===== src/rtl/fetch_pkg.sv =====
// Shared types and constants for the instruction-fetch pipeline.
package fetch_pkg;

    localparam int FETCH_DATA_W = 8;
    localparam int FETCH_ADDR_W = 8;
    localparam logic [7:0] NOP_C8 = 8'hC8;

    typedef struct packed {
        logic                    valid;
        logic                    killed;
        logic [FETCH_ADDR_W-1:0] addr;
        logic [FETCH_DATA_W-1:0] data;
    } fetch_slot_t;

    localparam fetch_slot_t KILLED_SLOT = '{valid: 1'b0, killed: 1'b1, addr: '0, data: '0};

endpackage


===== src/rtl/fetch_pipeline_if.sv =====
// Sequencer/memory/decoder-side signals of the fetch pipeline.
interface fetch_pipeline_if #(
    parameter int DATA_W  = 8,
    parameter int ADDR_W  = 8,
    parameter int COUNT_W = 16
);
    logic               issue_valid;
    logic [ADDR_W-1:0]  pm_addr_in;
    logic [DATA_W-1:0]  pm_data_in;
    logic               redirect;
    logic               stall;
    logic [DATA_W-1:0]  ir_out;
    logic [ADDR_W-1:0]  ir_addr_out;
    logic               ir_valid;
    logic               flush_active;
    logic [COUNT_W-1:0] bubble_count;

    modport master (
        output issue_valid, pm_addr_in, pm_data_in, redirect, stall,
        input  ir_out, ir_addr_out, ir_valid, flush_active, bubble_count
    );

    modport slave (
        input  issue_valid, pm_addr_in, pm_data_in, redirect, stall,
        output ir_out, ir_addr_out, ir_valid, flush_active, bubble_count
    );
endinterface


===== src/rtl/fetch_stage.sv =====
// One fetch slot register; kill takes priority over load so a redirect lands even while stalled.
module fetch_stage
    import fetch_pkg::*;
(
    input  logic        clk,
    input  logic        reset,
    input  logic        load,
    input  logic        kill,
    input  fetch_slot_t d,
    output fetch_slot_t q
);

    always_ff @(posedge clk or negedge reset) begin
        if (!reset) begin
            q <= '0;
        end else if (kill) begin
            q <= KILLED_SLOT;
        end else if (load) begin
            q <= d;
        end
    end

endmodule


===== src/rtl/fetch_pipeline.sv =====
// Instruction-fetch pipeline: tags issued addresses, joins them with memory data after
// MEM_LAT cycles, and carries the pair through PIPE_DEPTH killable stages to the decoder.
module fetch_pipeline
    import fetch_pkg::*;
#(
    parameter int                DATA_W     = FETCH_DATA_W,
    parameter int                ADDR_W     = FETCH_ADDR_W,
    parameter int                MEM_LAT    = 1,
    parameter int                PIPE_DEPTH = 2,
    parameter logic [DATA_W-1:0] NOP_OPCODE = NOP_C8,
    parameter int                COUNT_W    = 16
) (
    input logic             clk,
    input logic             reset,
    fetch_pipeline_if.slave bus
);

    fetch_slot_t            tag_d [MEM_LAT];
    fetch_slot_t            tag_q [MEM_LAT];
    fetch_slot_t            stg_d [PIPE_DEPTH];
    fetch_slot_t            stg_q [PIPE_DEPTH];
    logic [MEM_LAT-1:0]     tag_killed;
    logic [PIPE_DEPTH-1:0]  stg_killed;
    logic                   load;
    logic [COUNT_W-1:0]     bubble_q;

    assign load = ~bus.stall;

    // Tag pipe: same slot register as the data stages, data field held at zero.
    for (genvar i = 0; i < MEM_LAT; i++) begin : g_tag
        if (i == 0) begin : g_issue
            assign tag_d[i] = '{valid: bus.issue_valid, killed: 1'b0, addr: bus.pm_addr_in, data: '0};
        end else begin : g_shift
            assign tag_d[i] = tag_q[i-1];
        end

        fetch_stage u_tag (
            .clk   (clk),
            .reset (reset),
            .load  (load),
            .kill  (bus.redirect),
            .d     (tag_d[i]),
            .q     (tag_q[i])
        );

        assign tag_killed[i] = tag_q[i].killed;
    end

    for (genvar k = 0; k < PIPE_DEPTH; k++) begin : g_stage
        if (k == 0) begin : g_join
            // The oldest tag meets the memory word addressed MEM_LAT cycles earlier.
            always_comb begin
                stg_d[k]      = tag_q[MEM_LAT-1];
                stg_d[k].data = bus.pm_data_in;
            end
        end else begin : g_shift
            assign stg_d[k] = stg_q[k-1];
        end

        fetch_stage u_stage (
            .clk   (clk),
            .reset (reset),
            .load  (load),
            .kill  (bus.redirect),
            .d     (stg_d[k]),
            .q     (stg_q[k])
        );

        assign stg_killed[k] = stg_q[k].killed;
    end

    always_comb begin
        bus.ir_valid     = stg_q[PIPE_DEPTH-1].valid;
        bus.ir_out       = NOP_OPCODE;
        bus.ir_addr_out  = {ADDR_W{1'b0}};
        if (stg_q[PIPE_DEPTH-1].valid) begin
            bus.ir_out      = stg_q[PIPE_DEPTH-1].data;
            bus.ir_addr_out = stg_q[PIPE_DEPTH-1].addr;
        end
        bus.flush_active = (|tag_killed) | (|stg_killed);
        bus.bubble_count = bubble_q;
    end

    always_ff @(posedge clk or negedge reset) begin
        if (!reset) begin
            bubble_q <= '0;
        end else if (!stg_q[PIPE_DEPTH-1].valid && !bus.stall && bubble_q != '1) begin
            bubble_q <= bubble_q + COUNT_W'(1);
        end
    end

endmodule


===== src/flat_wrapper.sv =====
// flat-port wrapper written by rule: the top's interface ports become plain ports
module fetch_pipeline_flat import fetch_pkg::*;
#(
    parameter int                DATA_W     = FETCH_DATA_W,
    parameter int                ADDR_W     = FETCH_ADDR_W,
    parameter int                MEM_LAT    = 1,
    parameter int                PIPE_DEPTH = 2,
    parameter logic [DATA_W-1:0] NOP_OPCODE = NOP_C8,
    parameter int                COUNT_W    = 16
)
  (clk, reset, bus_issue_valid, bus_pm_addr_in, bus_pm_data_in, bus_redirect, bus_stall, bus_ir_out, bus_ir_addr_out, bus_ir_valid, bus_flush_active, bus_bubble_count);
  fetch_pipeline_if #(.DATA_W(DATA_W), .ADDR_W(ADDR_W), .COUNT_W(COUNT_W)) bus_i ();
  input logic clk;
  input logic reset;
  input wire logic [$bits(bus_i.issue_valid)-1:0] bus_issue_valid;
  input wire logic [$bits(bus_i.pm_addr_in)-1:0] bus_pm_addr_in;
  input wire logic [$bits(bus_i.pm_data_in)-1:0] bus_pm_data_in;
  input wire logic [$bits(bus_i.redirect)-1:0] bus_redirect;
  input wire logic [$bits(bus_i.stall)-1:0] bus_stall;
  output wire logic [$bits(bus_i.ir_out)-1:0] bus_ir_out;
  output wire logic [$bits(bus_i.ir_addr_out)-1:0] bus_ir_addr_out;
  output wire logic [$bits(bus_i.ir_valid)-1:0] bus_ir_valid;
  output wire logic [$bits(bus_i.flush_active)-1:0] bus_flush_active;
  output wire logic [$bits(bus_i.bubble_count)-1:0] bus_bubble_count;
  assign bus_i.issue_valid = bus_issue_valid;
  assign bus_i.pm_addr_in = bus_pm_addr_in;
  assign bus_i.pm_data_in = bus_pm_data_in;
  assign bus_i.redirect = bus_redirect;
  assign bus_i.stall = bus_stall;
  assign bus_ir_out = bus_i.ir_out;
  assign bus_ir_addr_out = bus_i.ir_addr_out;
  assign bus_ir_valid = bus_i.ir_valid;
  assign bus_flush_active = bus_i.flush_active;
  assign bus_bubble_count = bus_i.bubble_count;
  fetch_pipeline #(.DATA_W(DATA_W), .ADDR_W(ADDR_W), .MEM_LAT(MEM_LAT), .PIPE_DEPTH(PIPE_DEPTH), .NOP_OPCODE(NOP_OPCODE), .COUNT_W(COUNT_W)) u_core (.clk(clk), .reset(reset), .bus(bus_i));
endmodule

===== config.mk =====
export PLATFORM = sky130hd
export DESIGN_NAME = fetch_pipeline_flat
export DESIGN_NICKNAME = d
export VERILOG_FILES = /design/src/rtl/fetch_pkg.sv /design/src/rtl/fetch_pipeline_if.sv /design/src/rtl/fetch_stage.sv /design/src/rtl/fetch_pipeline.sv /design/src/flat_wrapper.sv
export SDC_FILE = /design/constraint.sdc
export NUM_CORES = 1
export LEC_CHECK = 0
export ABC_AREA = 1
export ABC_CLOCK_PERIOD_IN_PS = 4300
export CORE_MARGIN = 2
export CORE_UTILIZATION = 55
export CTS_CLUSTER_SIZE = 25
export DETAILED_ROUTE_END_ITERATION = 8
export PLACE_DENSITY = 0.85
export SLEW_MARGIN = 0
export SYNTH_ARGS = -nofsm -noshare
export SYNTH_HDL_FRONTEND = slang
export SYNTH_SLANG_ARGS = --single-unit

===== constraint.sdc =====
create_clock -name clk -period 4.3 [get_ports clk]
set_input_delay 0.86 -clock clk [delete_from_list [all_inputs] [get_ports clk]]
set_output_delay 0.86 -clock clk [all_outputs]
set_load 0.02 [all_outputs]

==> flow_summary_export.csv, run 1 <==
group,metric,value,unit
run_status,status,"finished, final reports clean",
global_route,overflow,0,
placement,place_ws,1.42,ns
pwr,irDropWorstVdd,0.000286,V
floorplanning,die_y,76.0,um
final_layout,n_fill_cell,367,
cts,clkTransAtPathRegs,0.08,ns
floorplanning,io_pins,55,
setup_path,ff2ff_setup_slack,2.69,ns
pwr,power_density,390,nW/um^2
placement,hpwl,3990,um
synthesis,ys_seq_area_share,54.4,%
route,drc,0,
sta,rsz0062_at_grt,"no",
floorplanning,initial_core_util,56.6,%
cts,cts.path.max_buffers,2,
pwr,switching_share,29.3,%
final_layout,drive_gt1_share,7.99,%
final_layout,final_cell_mix,"nand2_1 (116), inv_1 (63), dfrtp_1 (62), clkdlybuf4s50_1 (53), o21ai_0 (35)",
setup_path,cp-end-kind,"primary output",
sta,min_period,2.81,ns
sta,fmax,356,MHz
worst_hold_path,worstHoldStart,"u_core.g_stage[1].u_stage.q[15]$_DFFE_PN0P_",
setup_path,crit_start,"u_core.g_stage[1].u_stage.q[17]$_DFFE_PN0P_",
setup_path,worst_path_max_delay_cell,"dfrtp_1",
synthesis,synth.area.mux_share,0,%
global_route,grt_max_degree,34,
pwr,p_clk_share,37.2,%
worst_hold_path,holdCritPathClass,"reg2reg",
final_layout,layout_commonest_cell,"nand2_1",
final_layout,layout.nets,430,
placement,dpl-instance-area,3440,um^2
pwr,p_switching,0.417,mW
final_layout,fin_area,3650,um^2
cts,cts_tree,"done",
cts,htreeDepth,3,
setup_path,path_class,"reg2out",
sta,worstMarginPinSlew,0.815,ns
floorplanning,die_w,76.0,um
floorplanning,coreArea,5040,um^2
route,ant_nets,0,
synthesis,yosys.area_share.simple,23.6,%
placement,place.gp.congestion,0.826,
global_route,grt_pass1_vias,2227,
final_layout,final_util,72.3,%
cts,cts_sinks,62,
cts,ctsResizeCount,0,
cts,cts_made_buffers,9,
synthesis,ys_warn_count,0,
route,dr.pass1.iters,4,
floorplanning,rows,26,
synthesis,synth_cell_type_count,22,
pwr,pwr-share-seq,46.8,%
setup_path,arrival,1.95,ns
synthesis,synth_top_cell_area_share,54.4,%
global_route,antenna_found_initial,0,
sta,setup_ws,1.49,ns
route,vias_per_cell,5.00,
global_route,grt_pass1_wl,10400,um
cts,postCtsSetupBuffers,0,
final_layout,antenna_cells,0,
synthesis,synth_top_cell_by_area,"dfrtp_1",
sta,relSlewSlack,45.6,%
cts,clk_latency,0.34,ns
sta,finalHoldViolCount,0,
placement,port_buffers,54,
synthesis,synth_area_leaders,"dfrtp_1 (54%), nand2_1 (15%), inv_1 (8.3%), o21ai_0 (6.1%), o22ai_1 (2.9%)",
global_route,track_usage,22.8,%
pwr,p_int,1.01,mW
pwr,fin_total_pwr,1.42,mW
setup_path,critPathBufInv,2,
final_layout,synthToLayoutAreaGrowth,27.9,%
sta,clock_skew,0.00748,ns
route,via_count,2415,
synthesis,syn_inst,352,
route,drt-wirelength-per-cell,12.7,um
setup_path,cpPeakStageDelay,0.75,ns
synthesis,syn_area_per_cell,8.10,um^2
sta,setup_viol,0,
sta,fin_crit_sh,65.3,%
setup_path,cp_cell_sequence,"nand2_1, inv_1, clkdlybuf4s50_1",
synthesis,netlist_area,2850,um^2
floorplanning,die_area,5780,um^2
sta,drv_slew,0,
synthesis,synth_fa_ha_area_share,0.439,%
job,drv_cap,0,
route,wirelength,6130,um
synthesis,synthXorXnorAreaFrac,0.921,%
sta,setup_tns,0,ns
synthesis,synth_compound_area_share,10.4,%
pwr,leakage,1.73,nW
synthesis,synth-seq-cells,62,
pwr,combPwrFrac,16.0,%
synthesis,syn_nets,374,
cts,clock-root-buffer,"clkbuf_8",
setup_path,cp.required,3.44,ns
cts,hold_buffers,0,
setup_path,critPathLaunchType,"flip-flop",
setup_path,crit_family,"flip-flops",
synthesis,synth_top_family_by_area,"simple AND/OR/NAND/NOR gates",
setup_path,r2r-start,"u_core.bus.bubble_count[0]$_DFFE_PN0P_",
route,drtIter0Drc,125,
setup_path,cp_max_fo,18,
[cells in the mapped netlist]
cell type / number
nand2_1: 116
o21bai_1: 1
o22ai_1: 13
clkbuf_1: 6
buf_2: 2
nand3b_1: 2
buf_1: 2
inv_1: 63
xor2_1: 3
nand4_1: 5
o21ai_2: 2
ha_1: 1
inv_2: 1
nor2_1: 13
dfrtp_1: 62
buf_6: 1
nor2_2: 3
nand2_2: 4
a22oi_1: 2
o21ai_0: 35
nand3_1: 11
nor2_4: 4
[path summary, 6_finish.rpt]
path / endpoint / cells after the start
min: u_core.g_stage[1].u_stage.q[15]$_DFFE_PN0P_ / 2
min reg2reg: u_core.g_stage[1].u_stage.q[15]$_DFFE_PN0P_ / 2
min in group asynchronous: u_core.g_tag[0].u_tag.q[8]$_DFFE_PN0P_ / 1
max reg2reg: u_core.bus.bubble_count[3]$_DFFE_PN0P_ / 7
max in group asynchronous: u_core.g_stage[0].u_stage.q[6]$_DFFE_PN0P_ / 2
max: bus_ir_addr_out[4] / 3
[sequential cells by signal (all words and copies together) (netlist names)]
signal / count
u_core.bus.bubble_count: 16
u_core.g_tag.u_tag.q: 10
u_core.g_stage.u_stage.q: 36
[metrics by stage]
stage               hold slack [ns]  instances
floorplan                     0.453        352
global placement              0.469        467
detailed placement            0.474        467
CTS                           0.493        483
global route                  0.526        483
finish                        0.490        483
[metal layers]
metal,GRT usage (%),vias to the layer above,part of all wire (%)
met4,10.4,0,1.8
met1,30.2,1142,45
li1,-,1197,-
met5,0,-,0
met2,37.2,66,48
met3,4.03,10,4.7
[worst register-to-register path, cell delays in order (launching register included)]
cell	delay (ns)
dfrtp_1	0.42
ha_1	0.25
nand2_1	0.13
nor2_4	0.06
nand2_2	0.08
nor2_4	0.05
nor2_4	0.33
o21ai_0	0.15
[cell type report]
type	instances	area [um^2]	area share, %
flip-flops and latches	62	1550	42.5
multi-input cells	215	1010	27.7
repair buffers	56	551	15.1
inverters	64	240	6.59
clock buffers	10	138	3.77
well taps	70	87.6	2.40
clock inverters	6	70.1	1.92
[cells by family (layout without fill, tap and decap cells)]
logic type / count (synthesis) / in the layout
flip-flops: 62 / 62
AO/OA/AOI/OAI: 53 / 53
AND/OR/NAND/NOR: 158 / 158
buffers and inverters: 75 / 136
adder cells (fa/ha/maj): 1 / 1
XOR/XNOR: 3 / 3
[power by group through the flow]
stage	Sequential [mW]	Clock [mW]	Combinational, mW
finish	0.666	0.530	0.228
detailed placement	0.676	0	0.227
global placement	0.675	0	0.220
floorplan	0.698	0	0.0960
global route	0.672	0.555	0.255
CTS	0.665	0.534	0.231
Note: power is estimated with default switching activity, not from simulation.
==> run 2, diff against run 1 <==
ABC_CLOCK_PERIOD_IN_PS = 2550   (was 4300)
CORE_UTILIZATION = 46   (was 55)
PLACE_DENSITY = 0.76   (was 0.85)
clock period = 2.55 ns   (was 4.3 ns; I/O delays follow)
==> run 2 against run 1 <==
  * Sequential share of layout area decreased by 0.40 points
  * Setup slack got worse by 1.3 ns
  * Clock skew about the same
  * Sequential power increased by 68%
  * Global-route usage decreased by 2.9 points
  * Combinational power increased by 69%
  * Clock power increased by 75%
  * Non-clock buffer count increased by 3
  * Hold slack got worse by 0.27 ns
  * Via count decreased by 0.54%
  * Count of clock-buffer cells in the layout unchanged
  * Routed wire length decreased by 3.8%
==> flow_summary_export.csv, run 2 (same netlist as run 1, synthesis figures left out) <==
group,metric,value,unit
pwr,power_density,661,nW/um^2
floorplanning,rows,28,
cts,ctsResizeCount,0,
route,dr.pass1.iters,5,
cts,hold_buffers,0,
placement,place.gp.congestion,0.817,
floorplanning,coreArea,5960,um^2
sta,setup_tns,0,ns
cts,cts_sinks,62,
setup_path,r2r_cells,6,
placement,hpwl,4100,um
sta,rsz0062_at_grt,"no",
cts,cts_made_buffers,9,
setup_path,cp.required,2.04,ns
route,ant_nets,0,
setup_path,crit_family,"flip-flops",
global_route,overflow,0,
sta,setup_viol,0,
worst_hold_path,holdCritPathClass,"in2async",
setup_path,critPathLaunchType,"flip-flop",
final_layout,antenna_cells,0,
route,drt-wirelength-per-cell,12.0,um
final_layout,drive_gt1_share,8.41,%
setup_path,worst_path_max_delay_cell,"dfrtp_1",
global_route,grt_pass1_wl,10200,um
setup_path,cpPeakStageDelay,0.75,ns
final_layout,layout.nets,433,
global_route,antenna_found_initial,0,
floorplanning,io_pins,55,
global_route,track_usage,19.9,%
sta,worstMarginPinSlew,0.833,ns
final_layout,n_fill_cell,510,
setup_path,arrival,1.89,ns
run_status,status,"finished, final reports clean",
placement,port_buffers,54,
final_layout,largest_register,"u_core.g_stage.u_stage.q",
sta,relSlewSlack,44.4,%
floorplanning,initial_core_util,47.9,%
route,drtIter0Drc,120,
job,drv_cap,0,
floorplanning,die_area,6850,um^2
final_layout,final_cell_mix,"nand2_1 (116), inv_1 (63), dfrtp_1 (62), clkdlybuf4s50_1 (53), o21ai_0 (35)",
cts,cts_tree,"done",
sta,fmax,417,MHz
pwr,leakage,1.75,nW
cts,clock-root-buffer,"clkbuf_8",
cts,clk_latency,0.34,ns
sta,drv_slew,0,
route,via_count,2402,
sta,clock_skew,0.00761,ns
cts,postCtsSetupBuffers,0,
setup_path,ff2ff_setup_slack,0.89,ns
final_layout,largest_reg_flops,36,
sta,fin_crit_sh,94.0,%
final_layout,synthToLayoutAreaGrowth,29.1,%
cts,clkTransAtPathRegs,0.07,ns
cts,htreeDepth,3,
setup_path,cp_max_fo,18,
setup_path,r2r-end,"u_core.bus.bubble_count[1]$_DFFE_PN0P_",
setup_path,cp_cell_sequence,"nand2_1, inv_1, clkdlybuf4s50_1",
pwr,fin_total_pwr,2.43,mW
setup_path,critPathBufInv,2,
route,vias_per_cell,4.89,
final_layout,layout_commonest_cell,"nand2_1",
global_route,grt_pass1_vias,2295,
sta,finalHoldViolCount,0,
sta,min_period,2.40,ns
pwr,irDropWorstVdd,0.000388,V
floorplanning,die_w,82.8,um
route,drc,0,
route,wirelength,5890,um
floorplanning,die_y,82.8,um
setup_path,r2r-start,"u_core.g_stage[1].u_stage.q[17]$_DFFE_PN0P_",
cts,cts.path.max_buffers,2,
global_route,grt_max_degree,35,
setup_path,cp-end-kind,"primary output",
setup_path,path_class,"reg2out",
-- run 2: worst max-delay path by stage --
| stage | from | slack (ns) | endpoint | cells after the start |
|---|---|---|---|---|
| floorplan | u_core.g_stage[1].u_stage.q[17]$_DFFE_PN0P_ | 0.93 | bus_ir_addr_out[0] | 4 |
| global placement | u_core.g_stage[1].u_stage.q[17]$_DFFE_PN0P_ | 0.51 | bus_ir_addr_out[3] | 3 |
| detailed placement | bus_stall | 0.47 | u_core.g_tag[0].u_tag.q[11]$_DFFE_PN0P_ | 5 |
| CTS | u_core.g_stage[1].u_stage.q[17]$_DFFE_PN0P_ | 0.12 | bus_ir_out[2] | 3 |
| global route | u_core.g_stage[1].u_stage.q[17]$_DFFE_PN0P_ | 0.03 | bus_ir_addr_out[0] | 3 |
| finish | u_core.g_stage[1].u_stage.q[17]$_DFFE_PN0P_ | 0.15 | bus_ir_addr_out[3] | 3 |
-- run 2: per-stage QoR --
| step | utilization [%] | worst slack, ns | hold slack (ns) | cells | area, um^2 |
|---|---|---|---|---|---|
| global route | 61.8 | 0.0294 | 0.280 | 491 | 3680 |
| finish | 61.8 | 0.152 | 0.223 | 491 | 3680 |
| global placement | 58.2 | 0.511 | 0.466 | 475 | 3470 |
| floorplan | - | 0.926 | 0.214 | 352 | 2850 |
| CTS | 61.8 | 0.117 | 0.239 | 491 | 3680 |
| detailed placement | 58.2 | 0.471 | 0.473 | 475 | 3470 |
-- run 2: layer usage --
layer / vias to the layer above / share of wire [%] / wire (um) / GRT usage (%)
met5: - / 0 / 0 / 0
met4: 0 / 1.8 / 104 / 8.52
met3: 8 / 5.0 / 297 / 5.22
met2: 60 / 49 / 2870 / 32.6
met1: 1131 / 45 / 2620 / 24.9
li1: 1203 / - / - / -
-- run 2: worst reg2reg max path, stage by stage (launching register included) --
cell,delay (ns)
dfrtp_1,0.75
inv_1,0.15
nand2_1,0.20
inv_1,0.08
nand2_1,0.25
nand2_1,0.10
nand2_1,0.07
-- run 2: layout make-up --
class	count	area, um^2	share of cell area [%]
Multi-Input combinational cell	215	1010	27.4
Clock buffer	10	128	3.47
Tap cell	75	93.8	2.55
Sequential cell	62	1550	42.1
Inverter	64	240	6.52
Timing Repair Buffer	59	573	15.6
Clock inverter	6	86.3	2.34
-- run 2: power breakdown --
group	switching (mW)	internal, mW	total, mW
clock network	0.377	0.548	0.926
logic	0.221	0.165	0.386
registers	0.0690	1.05	1.12
==> run 3, diff against run 2 <==
CAP_MARGIN = 20   (was unset)
==> results of run 3 <==
Final layout, timing and power as in run 2 (identical DEF).
